`config.mk`:
```
export PLATFORM = sky130hd
export DESIGN_NAME = vram_arbiter
export DESIGN_NICKNAME = d
export VERILOG_FILES = /design/src/rtl/vram_arbiter_pkg.sv /design/src/rtl/vram_arbiter.sv
export SDC_FILE = /design/constraint.sdc
export NUM_CORES = 1
export LEC_CHECK = 0
export ABC_AREA = 1
export CAP_MARGIN = 10
export CORE_MARGIN = 2
export CORE_UTILIZATION = 42
export CTS_BUF_LIST = sky130_fd_sc_hd__clkbuf_8 sky130_fd_sc_hd__clkbuf_16
export DETAILED_ROUTE_END_ITERATION = 6
export PLACE_DENSITY = 0.84
export SYNTH_ARGS = -nofsm -noshare
export SYNTH_HDL_FRONTEND = slang
export SYNTH_SLANG_ARGS = --single-unit
```
`constraint.sdc`:
```
create_clock -name clk -period 1.7 [get_ports clk]
set_input_delay 0.34 -clock clk [delete_from_list [all_inputs] [get_ports clk]]
set_output_delay 0.34 -clock clk [all_outputs]
set_load 0.01 [all_outputs]
```
`src/rtl/vram_arbiter_pkg.sv`:
```
// Shared definitions for the VRAM arbiter: FSM encoding and request-bundle widths.
package vram_arbiter_pkg;

    // Byte-enable lanes per request and width of the access-cycle counter.
    localparam int unsigned BE_WIDTH  = 2;
    localparam int unsigned CNT_WIDTH = 4;

    // Inactive (all high) value of the active-low byte-enable pins.
    localparam logic [BE_WIDTH-1:0] BE_PINS_IDLE = '1;

    typedef enum logic [1:0] {
        StIdle   = 2'd0,
        StAccess = 2'd1,
        StTurn   = 2'd2
    } state_e;

    // Requesters use active-high byte enables; the SRAM pins are active low.
    function automatic logic [BE_WIDTH-1:0] be_to_pins(input logic [BE_WIDTH-1:0] be);
        return ~be;
    endfunction

endpackage

```
`src/rtl/vram_arbiter.sv`:
```
// Two-port VRAM bus arbiter: Renderer (R) has priority, MPU (M) is protected from
// starvation by a burst limit. Every request becomes one timed SRAM cycle.
module vram_arbiter
    import vram_arbiter_pkg::*;
#(
    parameter int unsigned ADDR_WIDTH    = 16,
    parameter int unsigned DATA_WIDTH    = 16,
    parameter int unsigned ACCESS_CYCLES = 2,
    parameter int unsigned MAX_REN_BURST = 4
) (
    input  logic                  clk,
    input  logic                  _reset,

    input  logic                  r_req,
    input  logic                  r_wr,
    input  logic [BE_WIDTH-1:0]   r_be,
    input  logic [ADDR_WIDTH-1:0] r_addr,
    input  logic [DATA_WIDTH-1:0] r_wdata,
    output logic                  r_ack,
    output logic [DATA_WIDTH-1:0] r_rdata,

    input  logic                  m_req,
    input  logic                  m_wr,
    input  logic [BE_WIDTH-1:0]   m_be,
    input  logic [ADDR_WIDTH-1:0] m_addr,
    input  logic [DATA_WIDTH-1:0] m_wdata,
    output logic                  m_ack,
    output logic [DATA_WIDTH-1:0] m_rdata,

    output logic                  _vram_en,
    output logic                  _vram_rd,
    output logic                  _vram_wr,
    output logic [BE_WIDTH-1:0]   _vram_be,
    output logic [ADDR_WIDTH-1:0] vram_addr,
    output logic [DATA_WIDTH-1:0] vram_data_out,
    output logic                  vram_data_oe,
    input  logic [DATA_WIDTH-1:0] vram_data_in
);

    localparam int unsigned STARVE_WIDTH = $clog2(MAX_REN_BURST + 1);
    localparam logic [STARVE_WIDTH-1:0] STARVE_MAX = STARVE_WIDTH'(MAX_REN_BURST);
    localparam logic [CNT_WIDTH-1:0]    CNT_LAST   = CNT_WIDTH'(ACCESS_CYCLES - 1);

    state_e                  state_q, state_d;
    logic [CNT_WIDTH-1:0]    cnt_q, cnt_d;
    logic [STARVE_WIDTH-1:0] starve_q, starve_d;
    logic                    sel_m_q, sel_m_d;

    logic                    en_n_q, en_n_d;
    logic                    rd_n_q, rd_n_d;
    logic                    wr_n_q, wr_n_d;
    logic [BE_WIDTH-1:0]     be_n_q, be_n_d;
    logic [ADDR_WIDTH-1:0]   addr_q, addr_d;
    logic [DATA_WIDTH-1:0]   dout_q, dout_d;
    logic                    oe_q, oe_d;
    logic                    r_ack_q, r_ack_d;
    logic                    m_ack_q, m_ack_d;
    logic [DATA_WIDTH-1:0]   r_rdata_q, r_rdata_d;
    logic [DATA_WIDTH-1:0]   m_rdata_q, m_rdata_d;

    logic                    grant_r, grant_m;
    logic                    req_wr;
    logic [BE_WIDTH-1:0]     req_be;
    logic [ADDR_WIDTH-1:0]   req_addr;
    logic [DATA_WIDTH-1:0]   req_wdata;

    // Arbitration: R wins unless M is waiting and R has used up its burst allowance.
    always_comb begin
        grant_r   = r_req && (!m_req || (starve_q < STARVE_MAX));
        grant_m   = !grant_r && m_req;
        req_wr    = grant_m ? m_wr    : r_wr;
        req_be    = grant_m ? m_be    : r_be;
        req_addr  = grant_m ? m_addr  : r_addr;
        req_wdata = grant_m ? m_wdata : r_wdata;
    end

    // Next-state and registered-output logic. Bus registers hold their value by default,
    // so the granted request stays on the pins for the whole access without a copy.
    always_comb begin
        state_d   = state_q;
        cnt_d     = cnt_q;
        starve_d  = starve_q;
        sel_m_d   = sel_m_q;
        en_n_d    = en_n_q;
        rd_n_d    = rd_n_q;
        wr_n_d    = wr_n_q;
        be_n_d    = be_n_q;
        addr_d    = addr_q;
        dout_d    = dout_q;
        oe_d      = oe_q;
        r_ack_d   = 1'b0;
        m_ack_d   = 1'b0;
        r_rdata_d = r_rdata_q;
        m_rdata_d = m_rdata_q;

        unique case (state_q)
            StIdle: begin
                if (grant_r || grant_m) begin
                    state_d = StAccess;
                    cnt_d   = '0;
                    sel_m_d = grant_m;
                    en_n_d  = 1'b0;
                    rd_n_d  = req_wr;
                    wr_n_d  = !req_wr;
                    be_n_d  = be_to_pins(req_be);
                    addr_d  = req_addr;
                    oe_d    = req_wr;
                    if (req_wr) begin
                        dout_d = req_wdata;
                    end
                    if (grant_m || !m_req) begin
                        starve_d = '0;
                    end else if (starve_q < STARVE_MAX) begin
                        starve_d = starve_q + STARVE_WIDTH'(1);
                    end
                end
            end

            StAccess: begin
                if (cnt_q == CNT_LAST) begin
                    // A read is identified by the write strobe being inactive.
                    if (wr_n_q) begin
                        if (sel_m_q) begin
                            m_rdata_d = vram_data_in;
                        end else begin
                            r_rdata_d = vram_data_in;
                        end
                    end
                    r_ack_d = !sel_m_q;
                    m_ack_d = sel_m_q;
                    en_n_d  = 1'b1;
                    rd_n_d  = 1'b1;
                    wr_n_d  = 1'b1;
                    be_n_d  = BE_PINS_IDLE;
                    oe_d    = 1'b0;
                    // Writes need a dead cycle so the pad driver is off before the next access.
                    state_d = wr_n_q ? StIdle : StTurn;
                end else begin
                    cnt_d = cnt_q + CNT_WIDTH'(1);
                end
            end

            StTurn: begin
                state_d = StIdle;
            end

            default: begin
                state_d = StIdle;
            end
        endcase
    end

    // State and output registers; reset aborts any access and parks the bus.
    always_ff @(posedge clk or negedge _reset) begin
        if (!_reset) begin
            state_q   <= StIdle;
            cnt_q     <= '0;
            starve_q  <= '0;
            sel_m_q   <= 1'b0;
            en_n_q    <= 1'b1;
            rd_n_q    <= 1'b1;
            wr_n_q    <= 1'b1;
            be_n_q    <= BE_PINS_IDLE;
            addr_q    <= '0;
            dout_q    <= '0;
            oe_q      <= 1'b0;
            r_ack_q   <= 1'b0;
            m_ack_q   <= 1'b0;
            r_rdata_q <= '0;
            m_rdata_q <= '0;
        end else begin
            state_q   <= state_d;
            cnt_q     <= cnt_d;
            starve_q  <= starve_d;
            sel_m_q   <= sel_m_d;
            en_n_q    <= en_n_d;
            rd_n_q    <= rd_n_d;
            wr_n_q    <= wr_n_d;
            be_n_q    <= be_n_d;
            addr_q    <= addr_d;
            dout_q    <= dout_d;
            oe_q      <= oe_d;
            r_ack_q   <= r_ack_d;
            m_ack_q   <= m_ack_d;
            r_rdata_q <= r_rdata_d;
            m_rdata_q <= m_rdata_d;
        end
    end

    assign _vram_en      = en_n_q;
    assign _vram_rd      = rd_n_q;
    assign _vram_wr      = wr_n_q;
    assign _vram_be      = be_n_q;
    assign vram_addr     = addr_q;
    assign vram_data_out = dout_q;
    assign vram_data_oe  = oe_q;
    assign r_ack         = r_ack_q;
    assign m_ack         = m_ack_q;
    assign r_rdata       = r_rdata_q;
    assign m_rdata       = m_rdata_q;

endmodule

```
==> summary.md <==
| Metric | Value |
|---|---|
| Diodes inserted | `0` |
| Status | `finished, final reports clean` |
| Syn Area/Cell | `roughly 8 um^2` |
| Cell area after layout | `between 5000 and 6000 um^2` |
| Die area | `between 9000 and 10000 um^2` |
| Final Max Tran Viols | `0` |
| CP cell instances | `clkdlybuf4s50_1` |
| Vias/cell | `4.82` |
| Max clock buf depth | `2` |
| Synth top area share | `between 50% and 60%` |
| Die width | `between 90 and 100 um` |
| Finished Layout Cells | `744` |
| Initial DRC Count | `70` |
| VDD IR max | `~690 uV` |
| Maxcap violations | `0` |
| Pleak | `roughly 0.0029 uW` |
| Skew-Pair Late Insertion Delay | `350 ps` |
| DP Area | `approximately 5600 um^2` |
| Rows | `34` |
| CTS sink count | `82` |
| Root Buffer | `clkbuf_8` |
| Worst Reg-to-Reg Cells | `6` |
| CP Data Arrival Time | `1270 ps` |
| First-pass GRT wire length | `16800 um` |
| Post-synthesis cell count | `~460` |
| Min Tclk post-route | `approximately 1600 ps` |
| Pwr Total | `9380 uW` |
| I/O pin cnt | `162` |
| CTS clk-pin slew, worst paths | `~80 ps` |
| Seq cells post-synth | `82` |
| GRT Residual Overflow | `0` |
| YS warnings | `0` |
| Final Wtd Congestion | `roughly 0.86` |
| Final wirelength | `~10000 um` |
| Worst Path Required | `1360 ps` |
| Critical Path Start Type | `flop` |
| CTS tree | `done` |
| Final hold slack | `between 400 and 500 ps` |
| Routed len/inst | `13.5 um` |
| Setup crit end kind | `primary output` |
| Sequential area share after synthesis | `a little over half` |
| Cell Pwr Density | `~1600 nW/um^2` |
| Critical path class | `reg -> out` |
| Relative slew margins | `70.1%` |
| Async SR Flop Fraction | `100%` |
| Peak fanout along the critical path | `2` |
| Area growth, synth to finish | `55.3%` |
| Clock Skew | `between 15 and 20 ps` |
| Pin slew with the least headroom to its limit | `about 440 ps` |
| Overall Global Routing Usage | `21.2%` |
| Pin count of the biggest net entering global routing | `35` |
| Main synth FF type | `dfrtp_1` |
| Final period util | `94.8%` |
| # setup viols final | `0` |
| Die height | `just under 100 um` |
| Slowest stage delay, CP | `560 ps` |
| Mapped cell area | `3760 um^2` |
| Unrepaired setup endpoints after global routing | `no` |
| DRT antenna net count | `0` |
| Fin util | `66.9%` |
| DRC Markers | `0` |
| Nets | `724` |
| Vias in the first global route | `~3700` |
| Dpl hpwl | `7740 um` |
| Hold Crit Class | `in -> async` |
| Worst path depth | `1` |
| 1st-pass router iterations | `4` |
| Num CTS Buffers | `9` |
| Buf+Inv Stages, Crit Path | `1` |
| Core Box Area | `between 8000 and 9000 um^2` |
| Vias post-DR | `around 3600` |
| Layout cells sized above 1 | `around 8.2%` |
| Post-CTS Setup Bufs | `0` |
| EDFF count, synth | `0` |
| Starting Density | `roughly 43%` |
| Initial antenna violation count | `0` |
| Fill cells | `about 710` |
| Area leader, netlist | `dfrtp_1` |
| Area contributors post-synth | `dfrtp_1, nand2_1, o21ai_0` |
| Port bufs | `between 150 and 200` |
| Placed insts | `727` |
| Syn Nets | `about 560` |
| Post-synthesis cell type count | `23` |
| CP delay by family, top | `buffers and inverters` |
| Hold Fails Final Rpt | `0` |
| Critical Path Slowest Stage Cell | `clkdlybuf4s50_1` |
| H-tree levels | `3` |
| Fmax | `620 MHz` |
path summary, 6_finish.rpt:
path                                    from                end  slack, ps
setup reg to reg                    cnt_q[1]           cnt_q[1]        140
setup / recovery            vram_data_out[6]   vram_data_out[6]         90
min in group clk           vram_data_out[13]  vram_data_out[13]        470
hold / removal                        _reset   vram_data_out[2]        430
max in group asynchronous             _reset        r_rdata[12]        730
hold reg to reg            vram_data_out[13]  vram_data_out[13]        470
timing repair:
action,in CTS,in global routing
endpoints found under the hold margin,22,0
pin swaps,0,0
endpoints found under the setup margin,5,21
resized for setup,5,4
hold buffers,1,0
synth_stat cells, types with 5 or more instances:
master,instances
nand3_1,44
buf_4,5
nor2_1,7
nand2_1,183
buf_2,12
dfrtp_1,77
inv_1,46
o21ai_0,54
dfstp_2,5
report_power, final:
part           switching [uW]  total, uW  internal (uW)  leakage (uW)
clock                     663       1670           1010      0.000129
combinational            2040       4260           2220       0.00179
sequential                542       3440           2900       0.00100
total                    3240       9380           6130       0.00292
final cells by class:
type | count | area, um^2 | share of cell area [%]
Sequential cell | 82 | 2060 | 35.3
Timing Repair Buffer | 180 | 1830 | 31.3
Multi-Input combinational cell | 309 | 1390 | 23.8
Inverter | 49 | 186 | 3.19
Clock buffer | 10 | 138 | 2.36
Tap cell | 108 | 135 | 2.31
Clock inverter | 6 | 106 | 1.82
registers in the layout, summed over array words and instances (netlist names):
name,count
state_q,2
vram_data_out,16
vram_addr,16
_vram_rd,1
cnt_q,4
_vram_wr,1
r_rdata,16
_vram_en,1
_vram_be,2
starve_q,3
r_ack,1
vram_data_oe,1
m_ack,1
sel_m_q,1
m_rdata,16
metal layers:
layer  wire [um]  up-vias  global-route usage (%)
met4         293        0                    9.38
li1            -     1782                       -
met1        4080     1685                    25.0
met3         446       19                    3.48
met5           0        -                       0
met2        5230      100                    38.1
through the flow:
step                setup WS (ps)  setup TNS (ps)
floorplan                     329               0
global placement            -52.8           -1200
detailed placement           -116           -3100
CTS                          77.7               0
global route                 28.9               0
finish                       87.9               0
kinds of logic after synthesis:
family	synth area share, %
AOI/OAI and AO/OA	8.26
and+or+nand+nor	27.3
buffers and inverters	8.46
DFF	54.8
adders and majority gates	0.999
xor gates and xnor gates	0.233
cells in the final DEF (no fill, tap or decap):
cell type,netlist,final
a21oi_4,1,1
buf_12,0,6
buf_4,5,12
buf_6,2,1
bufinv_16,0,3
clkbuf_8,0,10
clkdlybuf4s50_1,0,155
clkinv_4,0,1
dfrtp_1,77,77
dfstp_2,5,5
dlygate4sd2_1,0,5
dlygate4sd3_1,0,1
ha_1,3,3
inv_1,46,48
inv_2,2,2
inv_4,1,1
nand2_1,183,182
nand2_2,3,4
nand2_4,3,3
nand3_1,44,44
nand3b_1,2,2
nand4_1,3,3
nor2_1,7,6
nor2_2,1,2
o21ai_0,54,53
o21ai_1,3,4
o21ai_2,1,1
xor2_1,1,1
No activity file was read; power rests on OpenSTA's default activity.
==> patch (same flow settings) <==
The parameter `DATA_WIDTH` goes from 16 to 24.
--- a/src/rtl/vram_arbiter.sv
+++ b/src/rtl/vram_arbiter.sv
@@ -4,7 +4,7 @@
     import vram_arbiter_pkg::*;
 #(
     parameter int unsigned ADDR_WIDTH    = 16,
-    parameter int unsigned DATA_WIDTH    = 16,
+    parameter int unsigned DATA_WIDTH    = 24,
     parameter int unsigned ACCESS_CYCLES = 2,
     parameter int unsigned MAX_REN_BURST = 4
 ) (
Ports: changed (6 resized); port bits go from 162 to 210. The function was not compared with the original's and may differ.
==> patch against the unedited design <==
Wire length increased by 36%; sequential cell count increased by 24; global-route usage increased by 1.1 points; critical path type unchanged; cell area increased by 30%; area after synthesis increased by 30%; worst setup slack about the same; power increased by 33%; critical path depth unchanged; critical endpoint is now vram_data_oe.
==> patch: results (changes against the unedited design) <==
outcome: "finished clean"
wirelength_mm: 13.6  # +36%
grt_use_total: 0.224  # +0.0114
grt_pass1_vias: 4660  # +25%
final.setup_skew_ns: 0.00813  # -0.00944 ns
whs_ns: 0.471  # +0.0393 ns
grt_max_degree: 38  # +8.6%
yosys-top-cells-count: "nand2_1 (282), nand3_1 (109), dfrtp_1 (101)"
placed_area_um2: 7260  # +30%
final_nets: 948  # +31%
grt_pass1_wl_mm: 22.7  # +36%
maxSlewHeadroom: 0.702  # +0.00143
synth_area_leaders: "dfrtp_1 (52%), nand2_1 (22%), nand3_1 (11%), dfstp_2 (2.7%), buf_2 (2.5%)"
arrival_ns: 1.27  # about the same
nFillCells: 942  # +32%
worstReg2RegEnd: "m_rdata[0]"
port-buffer-count: 209  # +30%
min_path_type: "flop to flop"
syn_nets: 730  # +32%
switching_share: 0.365  # +0.0189
viasPerCell: 4.85  # +0.60%
peakVddDrop_uv: 1100  # +60%
yosysWarningCount: 0  # unchanged
dp_hpwl_mm: 9.86  # +27%
p_leak_nw: 3.77  # +29%
synth.yosys.seq_area_share: 0.545  # -0.00301
drive_gt1_frac: 0.0801  # -0.00162
root_buffer: "clkbuf_16"
-- patch: cell types whose count changed in the layout (fill, tap and decap cells not counted), sizes merged, moves of 15 or more --
cell / delta
o21ai: -33
nand3: +67
clkdlybuf4s50: +48
inv: -15
nand2: +97
dfrtp: +24
-- patch: worst max path at each step --
stage	start	end	slack (ns)	depth (start not counted)
global placement	r_req	vram_data_out[15]	-0.08	8
global route	cnt_q[1]	m_rdata[0]	0.01	8
detailed placement	r_req	vram_data_out[1]	-0.15	8
finish	vram_data_oe	vram_data_oe	0.09	1
floorplan	_vram_wr	r_rdata[10]	0.26	6
CTS	cnt_q[1]	m_rdata[17]	0.01	8
-- patch: kinds of logic after synthesis --
kind of cell	Yosys count	share of synthesized area
buffers and inverters	68	0.0623
and+or+nand+nor	409	0.354
DFF	106	0.545
xor gates and xnor gates	1	0.00179
AOI/OAI and AO/OA	26	0.0297
adders and majority gates	3	0.00769
-- patch: final cells by class --
class	count	area [µm²]	area share
flip-flops and latches	106	2660	0.351
repair buffers	240	2380	0.314
multi-input cells	440	1930	0.255
clock buffers	9	225	0.0297
well taps	143	179	0.0236
inverters	34	128	0.0168
clock inverters	7	76.3	0.0101
-- patch: metal layers --
layer	up-vias	part of all wire	GRT usage
li1	2368	-	-
met1	2192	0.43	0.302
met2	168	0.49	0.362
met3	19	0.064	0.0419
met4	0	0.019	0.0798
met5	-	0	0
-- patch: power by group through the flow --
stage                     Clock (mW)  Combinational, mW  Sequential [mW]
after detailed placement           0               5.95             4.46
after floorplan                    0               2.12             4.91
after global placement             0               5.81             4.44
after global routing            2.24               6.48             4.59
final                           2.10               5.89             4.44
after CTS                       2.13               5.94             4.44
-- patch: what timing repair did --
action | in CTS | in global routing
hold buffers | 1 | 0
pin swaps | 1 | 0
endpoints found under the setup margin | 6 | 11
endpoints found under the hold margin | 28 | 0
cloned | 1 | 0
resized for setup | 5 | 1
-- patch: through the flow --
step                 util  cells  setup TNS, ns  total power, mW  worst slack (ns)
floorplan               -    613              0             7.03             0.261
global placement    0.639    961          -2.42             10.2           -0.0839
detailed placement  0.639    961          -4.88             10.4            -0.145
CTS                 0.666    979              0             12.5            0.0139
global route        0.667    979              0             13.3            0.0123
finish              0.667    979              0             12.4            0.0882
